[src/rtl/drop_pkg.sv]
`default_nettype none
// ============================================================================
// Module      : drop_pkg
// Description : Shared timing constants, mode encoding and the threshold
//               palette ROM for the radial drop pixel datapath.
// Revision    : 1.0 - initial release
// ============================================================================
package drop_pkg;

  localparam int H_DISPLAY = 640;
  localparam int V_DISPLAY = 480;
  localparam int PHASE_W   = 7;
  localparam int NUM_PAL   = 4;
  localparam int PAL_IDX_W = (NUM_PAL > 1) ? $clog2(NUM_PAL) : 1;
  localparam int THR_W     = 9;

  typedef enum logic [1:0] {
    MODE_RUN      = 2'b00,
    MODE_PAUSE    = 2'b01,
    MODE_STEP     = 2'b10,
    MODE_PINGPONG = 2'b11
  } mode_e;

  typedef struct packed {
    logic [THR_W-1:0] r;
    logic [THR_W-1:0] g;
    logic [THR_W-1:0] b;
  } thr_t;

  localparam thr_t PALETTE_ROM [NUM_PAL] = '{
    '{9'd210, 9'd250, 9'd270},
    '{9'd180, 9'd230, 9'd300},
    '{9'd240, 9'd200, 9'd260},
    '{9'd160, 9'd260, 9'd220}
  };

  function automatic thr_t pal_lookup(input logic [PAL_IDX_W-1:0] idx);
    return PALETTE_ROM[idx];
  endfunction

endpackage
`default_nettype wire

[src/rtl/sync_edge.sv]
`default_nettype none
// ============================================================================
// Module      : sync_edge
// Description : Two-flop synchronizer followed by a one-clock rising-edge pulse.
// Revision    : 1.0 - initial release
// ============================================================================
module sync_edge (
  input  logic clk,
  input  logic rst_n,
  input  logic async_in,
  output logic rise
);

  logic r_meta;
  logic r_sync;
  logic r_prev;

  always_ff @(posedge clk or negedge rst_n) begin
    if (!rst_n) begin
      r_meta <= 1'b0;
      r_sync <= 1'b0;
      r_prev <= 1'b0;
    end else begin
      r_meta <= async_in;
      r_sync <= r_meta;
      r_prev <= r_sync;
    end
  end

  assign rise = r_sync & ~r_prev;

endmodule
`default_nettype wire

[src/rtl/drop_frame_sequencer.sv]
`default_nettype none
// ============================================================================
// Module      : drop_frame_sequencer
// Description : Once-per-frame animation phase / palette controller, updated
//               at the start of vertical blanking so the datapath never tears.
// Revision    : 1.0 - initial release
// ============================================================================
module drop_frame_sequencer #(
  parameter int V_DISPLAY = drop_pkg::V_DISPLAY,
  parameter int PHASE_W   = drop_pkg::PHASE_W,
  parameter int NUM_PAL   = drop_pkg::NUM_PAL
) (
  input  logic               clk,
  input  logic               rst_n,
  input  logic [9:0]         hpos,
  input  logic [9:0]         vpos,
  input  logic [1:0]         cfg_mode,
  input  logic [2:0]         cfg_speed,
  input  logic               step_btn,
  output logic [PHASE_W-1:0] frame_phase,
  output logic [8:0]         thr_r,
  output logic [8:0]         thr_g,
  output logic [8:0]         thr_b,
  output logic               frame_strobe,
  output logic [11:0]        frame_count,
  output logic               dir_down
);

  import drop_pkg::*;

  localparam int                 c_pal_w     = (NUM_PAL > 1) ? $clog2(NUM_PAL) : 1;
  localparam logic [PHASE_W-1:0] c_phase_max = {PHASE_W{1'b1}};
  localparam logic [PHASE_W-1:0] c_phase_one = PHASE_W'(1);

  localparam logic [0:0] ST_UP   = 1'b0;
  localparam logic [0:0] ST_DOWN = 1'b1;

  // Reset asserts asynchronously but releases on a clock edge.
  logic r_rst_meta;
  logic r_rst_sync;

  always_ff @(posedge clk or negedge rst_n) begin
    if (!rst_n) begin
      r_rst_meta <= 1'b0;
      r_rst_sync <= 1'b0;
    end else begin
      r_rst_meta <= 1'b1;
      r_rst_sync <= r_rst_meta;
    end
  end

  logic               w_step_rise;
  logic               w_fe;
  logic               w_presc_hit;
  logic               w_at_max;
  mode_e              w_mode;

  logic [PHASE_W-1:0] r_phase,  w_phase_nxt;
  logic [0:0]         r_dir,    w_dir_nxt;
  logic [c_pal_w-1:0] r_pal,    w_pal_nxt;
  logic [2:0]         r_presc,  w_presc_nxt;
  logic               r_pend,   w_pend_nxt;
  logic               r_strobe;
  logic [11:0]        r_count;
  thr_t               r_thr;

  sync_edge u_step_sync (
    .clk      (clk),
    .rst_n    (r_rst_sync),
    .async_in (step_btn),
    .rise     (w_step_rise)
  );

  assign w_fe        = (vpos == 10'(V_DISPLAY)) && (hpos == 10'd0);
  assign w_mode      = mode_e'(cfg_mode);
  assign w_presc_hit = (r_presc >= cfg_speed);
  assign w_at_max    = (r_phase == c_phase_max);

  always_comb begin
    w_phase_nxt = r_phase;
    w_dir_nxt   = r_dir;
    w_pal_nxt   = r_pal;
    w_presc_nxt = r_presc;
    w_pend_nxt  = r_pend | w_step_rise;
    if (w_fe) begin
      w_presc_nxt = w_presc_hit ? 3'd0 : r_presc + 3'd1;
      if (w_mode != MODE_PINGPONG) begin
        w_dir_nxt = ST_UP;
      end
      case (w_mode)
        MODE_RUN: begin
          if (w_presc_hit) begin
            w_phase_nxt = r_phase + 1'b1;
            if (w_at_max) w_pal_nxt = r_pal + 1'b1;
          end
        end
        MODE_PAUSE: begin
          w_presc_nxt = r_presc;
        end
        MODE_STEP: begin
          // A rise landing on this very cycle survives as the next request.
          w_presc_nxt = r_presc;
          w_pend_nxt  = w_step_rise;
          if (r_pend) begin
            w_phase_nxt = r_phase + 1'b1;
            if (w_at_max) w_pal_nxt = r_pal + 1'b1;
          end
        end
        MODE_PINGPONG: begin
          if (w_presc_hit) begin
            if (r_dir == ST_UP) begin
              if (w_at_max) begin
                w_phase_nxt = r_phase - 1'b1;
                w_dir_nxt   = ST_DOWN;
                w_pal_nxt   = r_pal + 1'b1;
              end else begin
                w_phase_nxt = r_phase + 1'b1;
              end
            end else begin
              if (r_phase == '0) begin
                w_phase_nxt = c_phase_one;
                w_dir_nxt   = ST_UP;
                w_pal_nxt   = r_pal + 1'b1;
              end else begin
                w_phase_nxt = r_phase - 1'b1;
              end
            end
          end
        end
        default: ;
      endcase
    end
  end

  always_ff @(posedge clk or negedge r_rst_sync) begin
    if (!r_rst_sync) begin
      r_phase  <= '0;
      r_dir    <= ST_UP;
      r_pal    <= '0;
      r_presc  <= 3'd0;
      r_pend   <= 1'b0;
      r_strobe <= 1'b0;
      r_count  <= 12'd0;
      r_thr    <= PALETTE_ROM[0];
    end else begin
      r_phase  <= w_phase_nxt;
      r_dir    <= w_dir_nxt;
      r_pal    <= w_pal_nxt;
      r_presc  <= w_presc_nxt;
      r_pend   <= w_pend_nxt;
      r_strobe <= w_fe;
      if (w_fe) begin
        r_count <= r_count + 12'd1;
        r_thr   <= pal_lookup(PAL_IDX_W'(w_pal_nxt));
      end
    end
  end

  assign frame_phase  = r_phase;
  assign dir_down     = (r_dir == ST_DOWN);
  assign thr_r        = r_thr.r;
  assign thr_g        = r_thr.g;
  assign thr_b        = r_thr.b;
  assign frame_strobe = r_strobe;
  assign frame_count  = r_count;

endmodule
`default_nettype wire

[config.mk]
export PLATFORM = sky130hd
export DESIGN_NAME = drop_frame_sequencer
export DESIGN_NICKNAME = d
export VERILOG_FILES = /design/src/rtl/drop_pkg.sv /design/src/rtl/sync_edge.sv /design/src/rtl/drop_frame_sequencer.sv
export SDC_FILE = /design/constraint.sdc
export NUM_CORES = 1
export LEC_CHECK = 0
export ABC_AREA = 0
export CAP_MARGIN = 20
export CORE_ASPECT_RATIO = 0.75
export CORE_MARGIN = 5
export CORE_UTILIZATION = 48
export CTS_CLUSTER_DIAMETER = 60
export DETAILED_ROUTE_END_ITERATION = 7
export PLACE_DENSITY = 0.82
export SETUP_SLACK_MARGIN = 0.15
export SLEW_MARGIN = 5
export SYNTH_ARGS = -nofsm -noshare
export SYNTH_HDL_FRONTEND = slang
export SYNTH_SLANG_ARGS = --single-unit
[constraint.sdc]
create_clock -name clk -period 1.67 [get_ports clk]
set_clock_uncertainty 0.15 [all_clocks]
set_input_delay 0.334 -clock clk [delete_from_list [all_inputs] [get_ports clk]]
set_output_delay 0.334 -clock clk [all_outputs]
set_load 0.005 [all_outputs]
==> run_results.csv, run 1 <==
group,metric,value,unit
place,io_buffers,68,
logic_synthesis,yosys-top-cells-area,"dfrtp_1 (34%), ha_1 (5.2%), buf_4 (5.1%)",
timing,postGrtWorstEndpoint,"thr_b[7]$_DFFE_PN0P_/D",
logic_synthesis,synth_top_family_by_area,"simple AND/OR/NAND/NOR gates",
place,dp_hpwl,5930,µm
logic_synthesis,synth_compound_area_frac,0.172,
timing,endpoint_type,"register data pin",
logic_synthesis,synth_xor_area_frac,0.0366,
clock_network,cts_root_buf,"clkbuf_8",
clock_network,ctsHtreeMaxLevel,2,
logic_synthesis,synthAdderAreaFrac,0.0524,
outcome,status,"did not finish",
logic_synthesis,yosys_warnings,0,
floorplanning,rows,23,
logic_synthesis,synth_area,2630,µm²
logic_synthesis,synth.most_common_cell,"dfrtp_1",
logic_synthesis,async_flop_share,1.00,
logic_synthesis,ys_seq_area_frac,0.393,
logic_synthesis,synth_top_area_share,0.343,
logic_synthesis,synthFlopType,"dfrtp_1",
logic_synthesis,yosysTopAreaCell,"dfrtp_1",
logic_synthesis,synth_seq_cells,41,
floorplanning,io_pins,76,
clock_network,cts_buffer_depth,2,
floorplanning,die_width,95.5,µm
floorplanning,initial_core_util,0.494,
clock_network,cts_sinks,41,
logic_synthesis,avgSynthCellArea,9.13,µm²
logic_synthesis,synth_edf_count,0,
outcome,error_line,"[ERROR DPL-0033] detailed placement checks failed during check placement.",
place,dpl-instance-area,3880,µm²
grt,grt_max_degree,40,
floorplanning,dieHeight,74.1,µm
grt,antenna_found_initial,0,
logic_synthesis,ys_types,63,
clock_network,cts_buffers,5,
clock_network,hold_buffers,0,
place,place.gp.congestion,0.898,
logic_synthesis,yosys.area_share.simple,0.248,
logic_synthesis,syn_inst,288,
logic_synthesis,synth_common_cells,"dfrtp_1 (36), nor2_1 (25), nand2_1 (21), buf_4 (18), o21ai_0 (14)",
outcome,stop_stage,"global routing (5_1_grt)",
logic_synthesis,synthMuxAreaShare,0.00809,
## logic make-up after synthesis
group | count (synthesis)
other | 2
xor gates and xnor gates | 11
AOI/OAI and AO/OA | 65
muxes | 2
DFF | 41
adders and majority gates | 11
buffers and inverters | 38
and+or+nand+nor | 118
## per-stage QoR
step                worst slack [ns]  hold WS, ns  instances
floorplan                     -0.482       -0.112        294
global placement              -0.941        0.164        483
detailed placement             -1.00        0.166        483
CTS                           -0.530       0.0355        546
## what timing repair did
item,CTS
cloned,3
resized for setup,263
setup endpoints to repair,77
setup buffers,52
pin swaps,51
==> run 2, diff against run 1 <==
CORE_ASPECT_RATIO = default   (was 0.75)
CORE_UTILIZATION = 40   (was 48)
CTS_CLUSTER_DIAMETER = default   (was 60)
PLACE_DENSITY = default   (was 0.82)
PLACE_DENSITY_LB_ADDON = 0.15   (was default)
SETUP_SLACK_MARGIN = default   (was 0.15)
==> run_results.csv, run 2 <==
group,metric,value,unit
routing,totalWireLength,9510,µm
place,dp_hpwl,5910,µm
floorplanning,io_pins,76,
power_and_ir_drop,p_int,1.45,mW
logic_synthesis,synth_xor_area_frac,0.0366,
logic_synthesis,ys_seq_area_frac,0.393,
logic_synthesis,yosys-top-cells-area,"dfrtp_1 (34%), ha_1 (5.2%), buf_4 (5.1%)",
timing,setup_tns,-10.38,ns
cells_and_area,fillers,438,
floorplanning,initial_core_util,0.412,
flow_run,maxCapViolations,0,
critical_path,cp.arrival,2.30,ns
routing,drt_iter0_drc,141,
grt,antenna_found_initial,0,
logic_synthesis,ys_types,63,
grt,grt_pass1_wl,14500,µm
clock_network,cts_root_buf,"clkbuf_8",
logic_synthesis,avgSynthCellArea,9.13,µm²
timing,period_needed,2.26,ns
cells_and_area,drive_gt1_frac,0.528,
floorplanning,dieHeight,91.1,µm
routing,route.detailed.drc,0,
power_and_ir_drop,p_seq_frac,0.506,
logic_synthesis,async_flop_share,1.00,
cells_and_area,final_cell_mix,"buf_4 (99), dfrtp_1 (32), buf_6 (29), dlygate4sd2_1 (29), nor2_1 (21)",
clock_network,ctsHtreeMaxLevel,2,
clock_network,cts_buffer_depth,2,
cells_and_area,largest_reg_flops,12,
clock_network,path_clk_slew,0.10,ns
outcome,violations,"setup timing",
timing,finalSetupViolCount,35,
cells_and_area,utilization,0.768,
cells_and_area,multi_input_area,1940,µm²
clock_network,cts_buffers,5,
routing,dr.pass1.iters,4,
logic_synthesis,synthMuxAreaShare,0.00809,
place,io_buffers,68,
floorplanning,die_width,91.1,µm
floorplanning,die_area,8290,µm²
critical_path,critPathRequiredTime,1.71,ns
place,dpl-instance-area,3890,µm²
critical_path,cp_max_fo,3,
cells_and_area,stdcell_area,4900,µm²
clock_network,hold_buffers,0,
power_and_ir_drop,total_power,1.98,mW
routing,wl_per_cell,17.4,µm
logic_synthesis,synth_top_family_by_area,"simple AND/OR/NAND/NOR gates",
critical_path,r2r_cells,6,
timing,finalHoldViolations,0,
routing,ant_nets,0,
critical_path,path_delay_family,"simple AND/OR/NAND/NOR gates",
cells_and_area,area_delta_synth_final,86.5,%
floorplanning,coreArea,6390,µm²
clock_network,tritoncts,"built",
timing,max_freq,0.442,GHz
critical_path,crit_type,"reg -> reg",
logic_synthesis,synth_common_cells,"dfrtp_1 (36), nor2_1 (25), nand2_1 (21), buf_4 (18), o21ai_0 (14)",
floorplanning,rows,29,
cells_and_area,seqCellArea,1040,µm²
grt,grt_overflow,0,
outcome,status,"finished with violations",
power_and_ir_drop,total_leakage_power,2.49,nW
power_and_ir_drop,p_comb_frac,0.146,
logic_synthesis,synth_compound_area_frac,0.172,
logic_synthesis,synth_edf_count,0,
power_and_ir_drop,vdd_drop_max,0.402,mV
cells_and_area,layout_commonest_cell,"buf_4",
critical_path,cp_cell_sequence,"or3_4, o31a_1, o21ai_2, a21oi_1, or3_1, and2_1",
power_and_ir_drop,p_sw,532,µW
power_and_ir_drop,switching_share,0.268,
logic_synthesis,yosys.area_share.simple,0.248,
critical_path,r2r_setup_slack,-0.59,ns
critical_path,cp-start-kind,"register",
logic_synthesis,synth_top_area_share,0.343,
critical_path,r2r-end,"r_pal[1]",
cells_and_area,fin_nets,508,
critical_path,worstSetupEndpoint,"r_pal[1]",
power_and_ir_drop,powerDensity,405,nW/µm²
logic_synthesis,synthFlopType,"dfrtp_1",
critical_path,cp_slowest_cell,"or3_4",
logic_synthesis,syn_inst,288,
critical_path,critPathMaxStageDelay,0.42,ns
logic_synthesis,yosysTopAreaCell,"dfrtp_1",
cells_and_area,diodes,0,
logic_synthesis,synth.most_common_cell,"dfrtp_1",
logic_synthesis,synth_seq_cells,41,
timing,rsz0062_at_grt,"yes",
clock_network,worstSkewPairLatency,0.30,ns
logic_synthesis,yosys_warnings,0,
routing,vias_per_cell,5.48,
logic_synthesis,synth_area,2630,µm²
place,place.gp.congestion,0.925,
critical_path,startpoint,"frame_phase[5]",
power_and_ir_drop,clockPowerShare,0.348,
place,dp_slack,-0.959,ns
critical_path,worst-path-buf-inv,0,
clock_network,cts_sinks,41,
timing,finalWorstSetupSlack,-0.593,ns
critical_path,crit_cells,6,
timing,timing.final.crit_share,1.35,
timing,drv_slew,0,
grt,grt_max_degree,32,
routing,dr_total_vias,2997,
worst_hold_path,hp-class,"reg -> async",
critical_path,timing.rr.start,"frame_phase[5]",
grt,grt_pass1_vias,3076,
logic_synthesis,synthAdderAreaFrac,0.0524,
grt,track_usage,0.211,
critical_path,critPathCaptureType,"register",
## run 2: cell counts after synthesis
No cell type changed its count.
## run 2: power by group through the flow
stage / sequential [mW] / combinational (mW) / clock (mW)
after floorplan: 1.03 / 0.0889 / 0
after global placement: 1.02 / 0.225 / 0
after detailed placement: 1.02 / 0.229 / 0
after CTS: 1.01 / 0.268 / 0.702
after global routing: 1.01 / 0.311 / 0.757
final: 1.01 / 0.290 / 0.690
## run 2: timing repair
action                                  CTS  global route
cloned                                    2             0
endpoints found under the setup margin   73            55
setup buffers                            46            12
gates resized for setup                 182            69
pin swaps                                45            33
## run 2: worst min path at each step
stage / start / end / slack (ns) / cells past startpoint
floorplan: rst_n / r_rst_meta / -0.11 / 0
global placement: r_rst_sync / frame_count[8] / 0.02 / 0
detailed placement: r_rst_sync / frame_count[10] / 0.02 / 0
CTS: rst_n / r_rst_meta / 0.03 / 1
global route: rst_n / r_rst_meta / 0.02 / 1
finish: r_rst_sync / frame_count[8] / 0.03 / 0
## run 2: cell type report
cell class | instances | share of cell area
Multi-Input combinational cell | 216 | 0.396
Timing Repair Buffer | 192 | 0.343
Sequential cell | 41 | 0.212
Tap cell | 77 | 0.0196
Clock buffer | 5 | 0.0140
Inverter | 13 | 0.0105
Clock inverter | 3 | 0.00510
## run 2: cells by family (layout without fill, tap and decap cells)
group | after synthesis | count (layout)
and+or+nand+nor | 118 | 119
AOI/OAI and AO/OA | 65 | 65
DFF | 41 | 41
buffers and inverters | 38 | 213
adders and majority gates | 11 | 11
xor gates and xnor gates | 11 | 11
other | 2 | 8
muxes | 2 | 2
## run 2: stage by stage
| stage | instances | hold WS (ns) |
|---|---|---|
| detailed placement | 485 | 0.0219 |
| finish | 547 | 0.0264 |
| CTS | 540 | 0.0269 |
| global placement | 485 | 0.0196 |
| global route | 547 | 0.0182 |
| floorplan | 294 | -0.112 |
## run 2: layer usage
metal	vias up	wire length, µm	global-route usage
li1	1391	-	-
met1	1485	3750	0.240
met2	98	5130	0.394
met3	23	413	0.0380
met4	0	217	0.0697
met5	-	0	0
Power figures use the tool's default switching activity.
